### src/rtl/fma_write_buffer_if.sv
// Bundles the FMA beat input, the flush pulse, the snooped instruction
// stream and the memory-facing head-line outputs of fma_write_buffer.
interface fma_write_buffer_if #(
  parameter int unsigned FMA_COUNT         = 2,
  parameter int unsigned WORD_WIDTH        = 16,
  parameter int unsigned LINE_WIDTH        = 96,
  parameter int unsigned DEPTH             = 2,
  parameter int unsigned INSTRUCTION_WIDTH = 32
);
  logic [FMA_COUNT*WORD_WIDTH-1:0] fma_result_in;
  logic                            result_valid_in;
  logic                            result_ready_out;
  logic                            flush_in;
  logic [0:INSTRUCTION_WIDTH-1]    instr_in;
  logic                            instr_valid_in;
  logic [LINE_WIDTH-1:0]           write_buffer_read_out;
  logic                            write_buffer_valid_out;
  logic [$clog2(DEPTH+1)-1:0]      lines_pending_out;
  logic                            underflow_out;

  // Producer / snooper side (FMA block, memory instruction stream).
  modport master (
    output fma_result_in, result_valid_in, flush_in, instr_in, instr_valid_in,
    input  result_ready_out, write_buffer_read_out, write_buffer_valid_out,
           lines_pending_out, underflow_out
  );

  // Write buffer side.
  modport slave (
    input  fma_result_in, result_valid_in, flush_in, instr_in, instr_valid_in,
    output result_ready_out, write_buffer_read_out, write_buffer_valid_out,
           lines_pending_out, underflow_out
  );
endinterface

### src/rtl/fma_write_buffer.sv
// Packs FMA result beats into cache lines, queues completed lines in a small
// FIFO and presents the head line to memory. A line is consumed when an
// OP_LOADB instruction is seen on the snooped instruction stream.
module fma_write_buffer #(
  parameter int unsigned FMA_COUNT         = 2,
  parameter int unsigned WORD_WIDTH        = 16,
  parameter int unsigned LINE_WIDTH        = 96,
  parameter int unsigned DEPTH             = 2,
  parameter int unsigned INSTRUCTION_WIDTH = 32
) (
  input  logic            clk_in,
  input  logic            rst_in,
  fma_write_buffer_if.slave bus
);

  localparam int unsigned BEAT_W = FMA_COUNT * WORD_WIDTH;
  localparam int unsigned BEATS  = LINE_WIDTH / BEAT_W;
  localparam int unsigned IDX_W  = (BEATS > 1) ? $clog2(BEATS) : 1;
  localparam int unsigned PTR_W  = (DEPTH > 1) ? $clog2(DEPTH) : 1;
  localparam int unsigned CNT_W  = $clog2(DEPTH + 1);

  localparam logic [IDX_W-1:0] LAST_BEAT = IDX_W'(BEATS - 1);
  localparam logic [PTR_W-1:0] LAST_PTR  = PTR_W'(DEPTH - 1);
  localparam logic [3:0]       OP_LOADB  = 4'b1001;

  logic [IDX_W-1:0]      beat_idx, beat_next;
  logic [LINE_WIDTH-1:0] asm_reg, asm_next, merged, push_data;
  logic                  flush_pending, flush_pending_next;
  logic                  run;

  logic [LINE_WIDTH-1:0] mem [DEPTH];
  logic [PTR_W-1:0]      rd_ptr, wr_ptr;
  logic [CNT_W-1:0]      count;
  logic                  underflow;

  logic space, accept, flush_do, push, pop, consume;
  logic unused_instr_bits;

  // Only the opcode field of the snooped instruction matters here.
  always_comb unused_instr_bits = ^bus.instr_in[4:INSTRUCTION_WIDTH-1];

  // Overlay the incoming beat onto its slot; beat 0 lands at the MSB end.
  always_comb begin
    merged = asm_reg;
    for (int unsigned k = 0; k < BEATS; k++) begin
      if (beat_idx == IDX_W'(k)) begin
        merged[LINE_WIDTH-1-k*BEAT_W -: BEAT_W] = bus.fma_result_in;
      end
    end
  end

  // Next-state: beat acceptance, line push (complete or flush) and FIFO pop.
  // A deferred flush waits in flush_pending and fires as soon as the FIFO has
  // room; a beat accepted in that same cycle is folded into the flushed line.
  always_comb begin
    space    = count < CNT_W'(DEPTH);
    accept   = bus.result_valid_in && run && space;
    flush_do = (bus.flush_in || flush_pending) && space;
    push     = (accept && (beat_idx == LAST_BEAT)) ||
               (flush_do && (accept || (beat_idx != '0)));
    push_data = accept ? merged : asm_reg;

    consume = bus.instr_valid_in && (bus.instr_in[0:3] == OP_LOADB);
    pop     = consume && (count != '0);

    flush_pending_next = flush_pending;
    if (flush_do) begin
      flush_pending_next = 1'b0;
    end else if (bus.flush_in && !space) begin
      flush_pending_next = 1'b1;
    end

    beat_next = beat_idx;
    asm_next  = asm_reg;
    if (push) begin
      beat_next = '0;
      asm_next  = '0;
    end else if (accept) begin
      beat_next = beat_idx + IDX_W'(1);
      asm_next  = merged;
    end
  end

  // Line-assembly state register.
  always_ff @(posedge clk_in or negedge rst_in) begin
    if (!rst_in) begin
      beat_idx      <= '0;
      asm_reg       <= '0;
      flush_pending <= 1'b0;
      run           <= 1'b0;
    end else begin
      beat_idx      <= beat_next;
      asm_reg       <= asm_next;
      flush_pending <= flush_pending_next;
      run           <= 1'b1;
    end
  end

  // Output FIFO of completed lines plus the sticky underflow flag.
  always_ff @(posedge clk_in or negedge rst_in) begin
    if (!rst_in) begin
      for (int unsigned i = 0; i < DEPTH; i++) begin
        mem[i] <= '0;
      end
      rd_ptr    <= '0;
      wr_ptr    <= '0;
      count     <= '0;
      underflow <= 1'b0;
    end else begin
      if (push) begin
        mem[wr_ptr] <= push_data;
        wr_ptr      <= (wr_ptr == LAST_PTR) ? '0 : wr_ptr + PTR_W'(1);
      end
      if (pop) begin
        rd_ptr <= (rd_ptr == LAST_PTR) ? '0 : rd_ptr + PTR_W'(1);
      end
      if (push && !pop) begin
        count <= count + CNT_W'(1);
      end else if (pop && !push) begin
        count <= count - CNT_W'(1);
      end
      if (consume && (count == '0)) begin
        underflow <= 1'b1;
      end
    end
  end

  // Outputs are derived from registered state only.
  always_comb begin
    bus.result_ready_out       = run && space;
    bus.write_buffer_read_out  = mem[rd_ptr];
    bus.write_buffer_valid_out = count != '0;
    bus.lines_pending_out      = count;
    bus.underflow_out          = underflow;
  end

endmodule
### src/flat_wrapper.sv
// flat-port wrapper written by rule: the top's interface ports become plain ports
module fma_write_buffer_flat 
#(
  parameter int unsigned FMA_COUNT         = 2,
  parameter int unsigned WORD_WIDTH        = 16,
  parameter int unsigned LINE_WIDTH        = 96,
  parameter int unsigned DEPTH             = 2,
  parameter int unsigned INSTRUCTION_WIDTH = 32
)
  (clk_in, rst_in, bus_fma_result_in, bus_result_valid_in, bus_flush_in, bus_instr_in, bus_instr_valid_in, bus_result_ready_out, bus_write_buffer_read_out, bus_write_buffer_valid_out, bus_lines_pending_out, bus_underflow_out);
  fma_write_buffer_if #(.FMA_COUNT(FMA_COUNT), .WORD_WIDTH(WORD_WIDTH), .LINE_WIDTH(LINE_WIDTH), .DEPTH(DEPTH), .INSTRUCTION_WIDTH(INSTRUCTION_WIDTH)) bus_i ();
  input  logic clk_in;
  input  logic rst_in;
  input wire logic [$bits(bus_i.fma_result_in)-1:0] bus_fma_result_in;
  input wire logic [$bits(bus_i.result_valid_in)-1:0] bus_result_valid_in;
  input wire logic [$bits(bus_i.flush_in)-1:0] bus_flush_in;
  input wire logic [$bits(bus_i.instr_in)-1:0] bus_instr_in;
  input wire logic [$bits(bus_i.instr_valid_in)-1:0] bus_instr_valid_in;
  output wire logic [$bits(bus_i.result_ready_out)-1:0] bus_result_ready_out;
  output wire logic [$bits(bus_i.write_buffer_read_out)-1:0] bus_write_buffer_read_out;
  output wire logic [$bits(bus_i.write_buffer_valid_out)-1:0] bus_write_buffer_valid_out;
  output wire logic [$bits(bus_i.lines_pending_out)-1:0] bus_lines_pending_out;
  output wire logic [$bits(bus_i.underflow_out)-1:0] bus_underflow_out;
  assign bus_i.fma_result_in = bus_fma_result_in;
  assign bus_i.result_valid_in = bus_result_valid_in;
  assign bus_i.flush_in = bus_flush_in;
  assign bus_i.instr_in = bus_instr_in;
  assign bus_i.instr_valid_in = bus_instr_valid_in;
  assign bus_result_ready_out = bus_i.result_ready_out;
  assign bus_write_buffer_read_out = bus_i.write_buffer_read_out;
  assign bus_write_buffer_valid_out = bus_i.write_buffer_valid_out;
  assign bus_lines_pending_out = bus_i.lines_pending_out;
  assign bus_underflow_out = bus_i.underflow_out;
  fma_write_buffer #(.FMA_COUNT(FMA_COUNT), .WORD_WIDTH(WORD_WIDTH), .LINE_WIDTH(LINE_WIDTH), .DEPTH(DEPTH), .INSTRUCTION_WIDTH(INSTRUCTION_WIDTH)) u_core (.clk_in(clk_in), .rst_in(rst_in), .bus(bus_i));
endmodule
### config.mk
export PLATFORM = sky130hd
export DESIGN_NAME = fma_write_buffer_flat
export DESIGN_NICKNAME = d
export VERILOG_FILES = /design/src/rtl/fma_write_buffer_if.sv /design/src/rtl/fma_write_buffer.sv /design/src/flat_wrapper.sv
export SDC_FILE = /design/constraint.sdc
export NUM_CORES = 1
export LEC_CHECK = 0
export ABC_CLOCK_PERIOD_IN_PS = 5300
export CAP_MARGIN = 20
export CORE_MARGIN = 5
export CORE_UTILIZATION = 50
export CTS_CLUSTER_DIAMETER = 50
export CTS_CLUSTER_SIZE = 30
export DETAILED_ROUTE_END_ITERATION = 10
export HOLD_SLACK_MARGIN = 0.15
export PLACE_DENSITY = 0.71
export SLEW_MARGIN = 5
export SYNTH_ARGS = -nofsm -noshare
export SYNTH_HDL_FRONTEND = slang
export SYNTH_SLANG_ARGS = --single-unit
### constraint.sdc
create_clock -name clk_in -period 5.3 [get_ports clk_in]
set_input_delay 0.53 -clock clk_in [delete_from_list [all_inputs] [get_ports clk_in]]
set_output_delay 0.53 -clock clk_in [all_outputs]
set_load 0.005 [all_outputs]
* Yosys cells after proc, flatten, opt, wreduce, memory -nomap -nowiden
Cells that the tools add are included.
** Cells by class
- $add $sub $neg :: 5
- Bitwise logic cells :: 2
- Muxes and demuxes :: 19
- Shift operators :: 0
- $lt $le $gt $ge :: 4
- $mul :: 0
- Divide/modulo/power cells :: 0
- Reductions and logical operators :: 26
- Equality and inequality tests :: 3
** Operators by type and width (number)
- $mux W96 :: 6
- $bwmux W192 :: 1
- $demux W96 S1 :: 1
- $mux W32 :: 3
- $logic_and A1 B1 Y1 :: 13
- $reduce_bool A2 Y1 :: 5
- $mux W2 :: 4
- $add A2 B1 Y2 const B :: 2
- $eq A4 B4 Y1 const B :: 1
- $ge A2 B2 Y1 const B :: 2
- $logic_not A2 Y1 :: 2
- $mux W1 :: 4
- $not A1 Y2 :: 2
- $logic_not A1 Y1 :: 3
- $logic_or A1 B1 Y1 :: 3
- $add A1 B1 Y1 const B :: 2
- $eq A2 B1 Y1 const B :: 1
- $eq A2 B2 Y1 const B :: 1
- $lt A2 B1 Y1 const B :: 1
- $lt A2 B2 Y1 const B :: 1
- $sub A2 B1 Y2 const B :: 1
** Word-level totals
- Input port bits :: 69
- Bits in writable memories :: 0
- Memories :: 0
- Word-level logic and storage cells :: 69
- Bits in read-only memories :: 0
- Bits in latches :: 0
- Output and inout bits :: 101
- Register bits :: 297

* Logic depth before layout (Yosys ltp)
Gate-level depths: netlist of the first run.
- Depth after elaboration :: 9
- Mapped depth :: 10
- Depth with buffers taken out :: 8

* Worst setup path before layout of the first run
Ideal clock, no wire load.
- Kind :: input port to flip-flop
- Start point :: input bus_result_valid_in
- End point :: register u_core.count[1], in the netlist u_core.bus.lines_pending_out[1]
- Stages on the path :: 9
- Data required time :: 5.221 ns
- Arrival time :: 2.158 ns
- Setup slack :: 3.063 ns
- Setup time :: 0.079 ns
- Path buffers :: 3
- Path through :: buf_2 -> a21boi_1 -> nor3_2 -> buf_2 -> buf_2 -> ha_1 -> xor2_1 -> nor2_1 -> xor2_1
** On the way
- Word-level cells in the longest chain between the ends :: 8
- Elaborated cells between the ends (all ways) :: 11
- Those cells by class :: mux: 1; reduce/logical: 10
** Ends and longest elaborated chain
- start: declaration :: line flat_wrapper.sv:15 : input wire logic [$bits(bus_i.result_valid_in)-1:0] bus_result_valid_in;
- $logic_and A1 B1 Y1 * (2 in series) :: line fma_write_buffer.sv:57 : accept = bus.result_valid_in && run && space;
- $logic_or A1 B1 Y1 :: line fma_write_buffer.sv:60 : (flush_do && (accept || (beat_idx != '0)));
- $logic_and A1 B1 Y1 :: line fma_write_buffer.sv:60
- $logic_or A1 B1 Y1 * :: line fma_write_buffer.sv:59 : push = (accept && (beat_idx == LAST_BEAT)) ||
- $logic_not A1 Y1 :: line fma_write_buffer.sv:119 : end else if (pop && !push) begin
- $logic_and A1 B1 Y1 :: line fma_write_buffer.sv:119
- $reduce_bool A2 Y1 (no source line)
- end signal: assignment :: line fma_write_buffer.sv:118 : count <= count + CNT_W'(1);
- end signal: assignment :: line fma_write_buffer.sv:120 : count <= count - CNT_W'(1);
- end: declaration :: line fma_write_buffer.sv:33 : logic [CNT_W-1:0] count;
Mark *: on every way between the ends. The rest lies on a longest branch, timed or not.
A chain may end at the register's enable or synchronous reset.

* Worst setup path in the final report of the first run
- Start point :: register u_core.rd_ptr
- End point :: output bus_write_buffer_read_out[69]
** On the way
- Word-level cells in the longest chain between the ends :: 4
** Ends and longest elaborated chain
- start: declaration :: line fma_write_buffer.sv:32 : logic [PTR_W-1:0] rd_ptr, wr_ptr;
- start signal: assignment :: line fma_write_buffer.sv:115 : rd_ptr <= (rd_ptr == LAST_PTR) ? '0 : rd_ptr + PTR_W'(1);
- $not A1 Y2 (implied by the code) :: line fma_write_buffer.sv:131 : bus.write_buffer_read_out = mem[rd_ptr];
- $mux W96 (implied by the code) (3 in series) :: line fma_write_buffer.sv:131
- end: declaration :: line flat_wrapper.sv:20 : output wire logic [$bits(bus_i.write_buffer_read_out)-1:0] bus_write_buffer_read_out;
No other way between the ends. The select of a mux whose other input is x is not followed.

==> results of run 1 <==
## what timing repair did
action | 4_1_cts | 5_1_grt
endpoints found under the hold margin | 106 | 0
hold buffers | 1 | 0
setup buffers | 0 | 0
setup endpoints to repair | 0 | 0
## metrics by stage
stage	instances	hold WS [ps]	utilization, %	setup slack, ps	cell area (µm²)
finish	1373	453	61.7	1910	16000
global route	1373	478	61.7	1770	16000
CTS	1373	457	61.7	1850	16000
detailed placement	1309	444	57.0	2040	14800
global placement	1309	443	57.0	2030	14800
floorplan	869	234	-	3060	13100
## report_power, final
part | internal [mW] | total [mW] | switching (mW)
registers | 3.06 | 3.50 | 0.440
logic | 2.00 | 3.25 | 1.25
clock network | 1.50 | 2.48 | 0.982
## final cells by class
type | instances | area [µm²]
well taps | 335 | 419
repair buffers | 159 | 1550
inverters | 5 | 18.8
flip-flops and latches | 297 | 7440
fillers | 2013 | 9960
clock inverters | 22 | 267
clock buffers | 41 | 941
multi-input cells | 514 | 5390
## kinds of logic (layout without fill, tap and decap cells)
| family | count (synthesis) | after routing | share of synthesized area (%) |
|---|---|---|---|
| muxes | 385 | 385 | 34.2 |
| DFF | 297 | 297 | 56.6 |
| and+or+nand+nor | 112 | 112 | 5.57 |
| buffers and inverters | 58 | 227 | 2.39 |
| AOI/OAI and AO/OA | 7 | 7 | 0.515 |
| xor gates and xnor gates | 5 | 5 | 0.334 |
| adders and majority gates | 4 | 4 | 0.381 |
| other | 1 | 1 | 0.0286 |
## per-layer routing
layer / part of all wire, % / routed length [µm] / vias up
li1: - / - / 3321
met4: 1.9 / 514 / 0
met1: 48 / 12800 / 3696
met3: 3.7 / 996 / 40
met2: 47 / 12600 / 115
met5: 0 / 0 / -
## layout by cell type, fill, tap and decap left out, types with 2 or more instances in the layout
cell             synthesis  routed
buf_4                    1      17
bufinv_16                0       4
clkbuf_1                18       4
clkbuf_16                0      37
clkdlybuf4s50_1          0     140
clkinv_2                 0       3
clkinv_4                 0       3
clkinvlp_4               0       4
dfrtp_1                297     296
ha_1                     4       4
inv_1                    5       5
inv_6                    0       6
inv_8                    0       2
mux2_2                 344     344
mux2_4                  40      40
nand2_1                  2       2
nand4b_1                 3       3
nor2_1                   2       2
nor2b_1                 97      97
nor3_1                   2       2
xor2_1                   4       4
## worst max-delay path, stage by stage, from the launching register on
cell	delay [ps]
dfrtp_4	1010
buf_4	460
mux2_2	400
clkdlybuf4s50_1	470
## path summary, 6_finish.rpt
check                                                     start                            end  slack (ps)  cells after the start
worst max-delay path                              u_core.rd_ptr  bus_write_buffer_read_out[69]        1910                      3
worst min-delay path                   u_core.bus.underflow_out       u_core.bus.underflow_out         450                      1
worst max register to register  u_core.bus.lines_pending_out[1]                u_core.mem[188]        2520                      4
worst min register to register         u_core.bus.underflow_out       u_core.bus.underflow_out         450                      1
max in group asynchronous                                rst_in                 u_core.mem[78]        3290                      3
min in group asynchronous                                rst_in                 u_core.mem[88]         660                      2
==> flow_summary.yaml, run 1 <==
run_status:
  status: "finished clean"
floorplanning:
  dieWidth_um: 172
  num_rows: 59
  fp.dieH_um: 172
  start_util_pct: 50.5
  io_pins: 170
  dieArea_um2: 29600
  core_area_um2: 26000
logic_synthesis:
  avgSynthCellArea_um2: 15.1
  synth_top_area_share_pct: 56.6
  synth_common_cells: "344 x mux2_2, 297 x dfrtp_1, 97 x nor2b_1, 40 x mux2_4, 26 x buf_2"
  synth_seq_area_share_pct: 56.6
  synth.most_common_cell: "mux2_2"
  synth_flop_cell: "dfrtp_1"
  synth_top_cells_by_area: "dfrtp_1 57%, mux2_2 30%, nor2b_1 4.6%"
  ys_ff_latch: 297
  yosysUniqueCellTypes: 31
  postSynth.asyncResetShare_pct: 100
  yosysWarningCount: 0
  syn_nets: 942
  synth_top_area_cell: "dfrtp_1"
  netlist_area_um2: 13100
  synth_edf_count: 0
  syn_inst: 869
job:
  maxCapViolations: 0
timing:
  fin_crit_sh_pct: 64.0
  slew_violations: 0
  setup_tns_ps: 0
  hold_viol: 0
  skew_ps: 12.4
  worstMarginPinSlew_ps: 893
  finalCriticalPeriod_ps: 3390
  rsz0062_at_grt: "false"
  fmax_ghz: 0.295
  finalSetupViolations: 0
  slew_headroom_pct: 40.2
global_routing:
  grt_most_used_layer: "met2"
  grt_start_max_net_pins: 111
  overflow: 0
  use_met1_pct: 27.1
  grt_pass1_wl_mm: 43.9
  grt_util_met3_pct: 3.13
  grt.total_usage_pct: 18.7
  antenna_found_initial: 0
  grt_util_met2_pct: 29.7
  grt_pass1_vias: 7756
clocking:
  clock_sinks: 297
  cts_tree: "built"
  cts_resized: 0
  clk_latency_ps: 510
  cts_buffers: 35
  path_clk_slew_ps: 60
  root_buffer: "clkbuf_16"
  ctsLongestPathBuffers: 3
  htreeDepth: 2
critical_path:
  cp_max_fo: 55
  start_kind: "register"
  arrival_ps: 2860
  endpoint_kind: "output pin"
  path_class: "register to output pin"
  cp.required_ps: 4770
finish:
  fin_nets: 1085
  drive_above_1_share_pct: 44.9
  largest_register_ff_count: 192
  syn_to_final_growth_pct: 22.1
  diodes: 0
place:
  dp_hpwl_mm: 16.1
  place.gp.congestion: 0.722
  numPortBuffers: 141
power:
  finalPower_mw: 9.24
  leakagePower_nw: 7.73
  power.density_nw_per_um2: 577
  vdd_drop_max_mv: 0.342
routing:
  vias_per_cell: 5.22
  wl_per_cell_um: 19.6
  dr.pass1.iters: 4
  drc: 0
  via_count: 7172
  drtIter0Drc: 302
  routed_wl_mm: 27.0
  ant_nets: 0
hold_path:
  worstHoldPathType: "register to register"
Note: power is estimated with default switching activity, not from simulation.
==> inputs of run 2 (changes only) <==
- ABC_CLOCK_PERIOD_IN_PS: 5300 -> 2800
- PLACE_DENSITY: 0.71 -> 0.74
- clock period: 5.3 -> 2.8 ns (I/O delays scaled with it)
==> flow_summary.yaml, run 2 (synthesis results as in run 1) <==
run_status:
  status: "finished clean"
finish:
  final_common_cell: "mux2_2"
  fin_nets: 1089
  diodes: 0
  multi_input_area_um2: 5390
  largest_register_ff_count: 192
  fillCellCount: 1961
  register_area_um2: 7440
  stdcell_area_um2: 16100
  drive_above_1_share_pct: 45.3
  layout.cells.most_common_list: "344 x mux2_2, 296 x dfrtp_1, 140 x clkdlybuf4s50_1, 97 x nor2b_1, 40 x mux2_4"
  syn_to_final_growth_pct: 22.6
critical_path:
  cp_max_fo: 17
  arrival_ps: 2280
  slowest_delay_ps: 550
  cp.buffers_inverters: 2
  endpoint_kind: "output pin"
  cpMaxStageDelayCell: "dfrtp_4"
  path_class: "register to output pin"
  start_kind: "register"
  path_cells: "buf_4 -> mux2_2 -> clkdlybuf4s50_1"
  cp.required_ps: 2520
  crit_family: "buffers and inverters"
routing:
  ant_nets: 0
  via_count: 7229
  route.met2.wl_mm: 12.6
  drtIter0Drc: 317
  drc: 0
  dr.pass1.iters: 4
  routed.top_layer: "met4"
  routed_wl_mm: 26.8
  wl_per_cell_um: 19.5
  wl_met1_mm: 12.8
  route.met3.wl_mm: 1.06
  vias_per_cell: 5.27
timing:
  hold_viol: 0
  rsz0062_at_grt: "false"
  slew_violations: 0
  finalSetupViolations: 0
  slew_headroom_pct: 54.3
  fmax_ghz: 0.390
  worstMarginPinSlew_ps: 686
  skew_ps: 23.8
  setup_tns_ps: 0
  fin_crit_sh_pct: 91.5
  finalCriticalPeriod_ps: 2560
floorplanning:
  dieArea_um2: 29600
  core_area_um2: 26000
  dieWidth_um: 172
  start_util_pct: 50.5
  fp.dieH_um: 172
  io_pins: 170
  num_rows: 59
power:
  leakagePower_nw: 7.75
  vdd_drop_max_mv: 0.744
  seqPwrFrac_pct: 37.7
  finalPower_mw: 17.2
  p_clk_share_pct: 24.6
  power.density_nw_per_um2: 1070
  pwr-share-comb_pct: 37.6
  power_switching_mw: 5.21
  internal-power_mw: 12.0
  netSwitchingFraction_pct: 30.3
clocking:
  clock_sinks: 297
  path_clk_slew_ps: 70
  cts_tree: "built"
  cts_setup_buffers: 0
  ctsLongestPathBuffers: 3
  cts_resized: 0
  cts_buffers: 29
  htreeDepth: 1
  clk_latency_ps: 550
  root_buffer: "clkbuf_16"
place:
  placed_area_um2: 15000
  numPortBuffers: 141
  place.gp.congestion: 0.708
  dp_hpwl_mm: 16.5
global_routing:
  overflow: 0
  grt_start_max_net_pins: 98
  grt_pass1_wl_mm: 43.9
  grt.total_usage_pct: 18.4
  antenna_found_initial: 0
  grt_pass1_vias: 7910
job:
  maxCapViolations: 0
hold_path:
  worstHoldPathType: "input port to async pin"
## run 2: what timing repair did
| action | CTS | global route |
|---|---|---|
| endpoints found under the hold margin | 78 | 0 |
| hold buffers | 1 | 0 |
| endpoints found under the setup margin | 0 | 0 |
## run 2: stage by stage
step	cells	utilization (%)	setup slack (ps)	hold slack [ps]
final	1373	61.9	238	351
after global routing	1373	61.9	168	396
after CTS	1373	61.9	205	366
after detailed placement	1319	57.7	270	340
after global placement	1319	57.7	291	342
after floorplan	869	-	577	-15.6
## run 2: area by class of cell
type / instances / share of cell area (%)
multi-input combinational: 514 / 33.5
timing repair buffer: 169 / 10.9
clock inverter: 23 / 2.13
sequential: 297 / 46.2
inverter: 5 / 0.117
clock buffer: 30 / 4.59
tap: 335 / 2.60
## run 2: worst paths after layout
path,endpoint,slack [ps],depth (start not counted),startpoint
min in group clk_in,u_core.bus.underflow_out,460,1,u_core.bus.underflow_out
max in group asynchronous,u_core.mem[78],1670,3,rst_in
worst max register to register,u_core.mem[33],580,7,u_core.beat_idx[0]
worst min register to register,u_core.bus.underflow_out,460,1,u_core.bus.underflow_out
worst max-delay path,bus_write_buffer_read_out[94],240,3,u_core.rd_ptr
worst min-delay path,u_core.asm_reg[23],350,2,rst_in
## run 2: routing by layer
metal / track usage (%) / vias up
met4: 3.21 / 0
met1: 27.5 / 3756
met2: 29.3 / 120
met5: 0 / -
met3: 2.95 / 30
li1: - / 3323
## run 2: worst register-to-register path: cells and delay by family (launching register included)
family,cells,cell delay [ps]
buf+inv,3,550
mux,1,400
flops,1,380
simple gates,1,370
fa+ha+maj,1,250
compound gates,1,170
## run 2: power groups by stage
| stage | Clock, mW | Combinational (mW) | Sequential (mW) |
|---|---|---|---|
| global placement | 0 | 6.43 | 6.48 |
| CTS | 4.33 | 6.58 | 6.49 |
| detailed placement | 0 | 6.54 | 6.55 |
| finish | 4.23 | 6.47 | 6.49 |
| floorplan | 0 | 4.15 | 6.29 |
| global route | 4.51 | 7.01 | 6.66 |
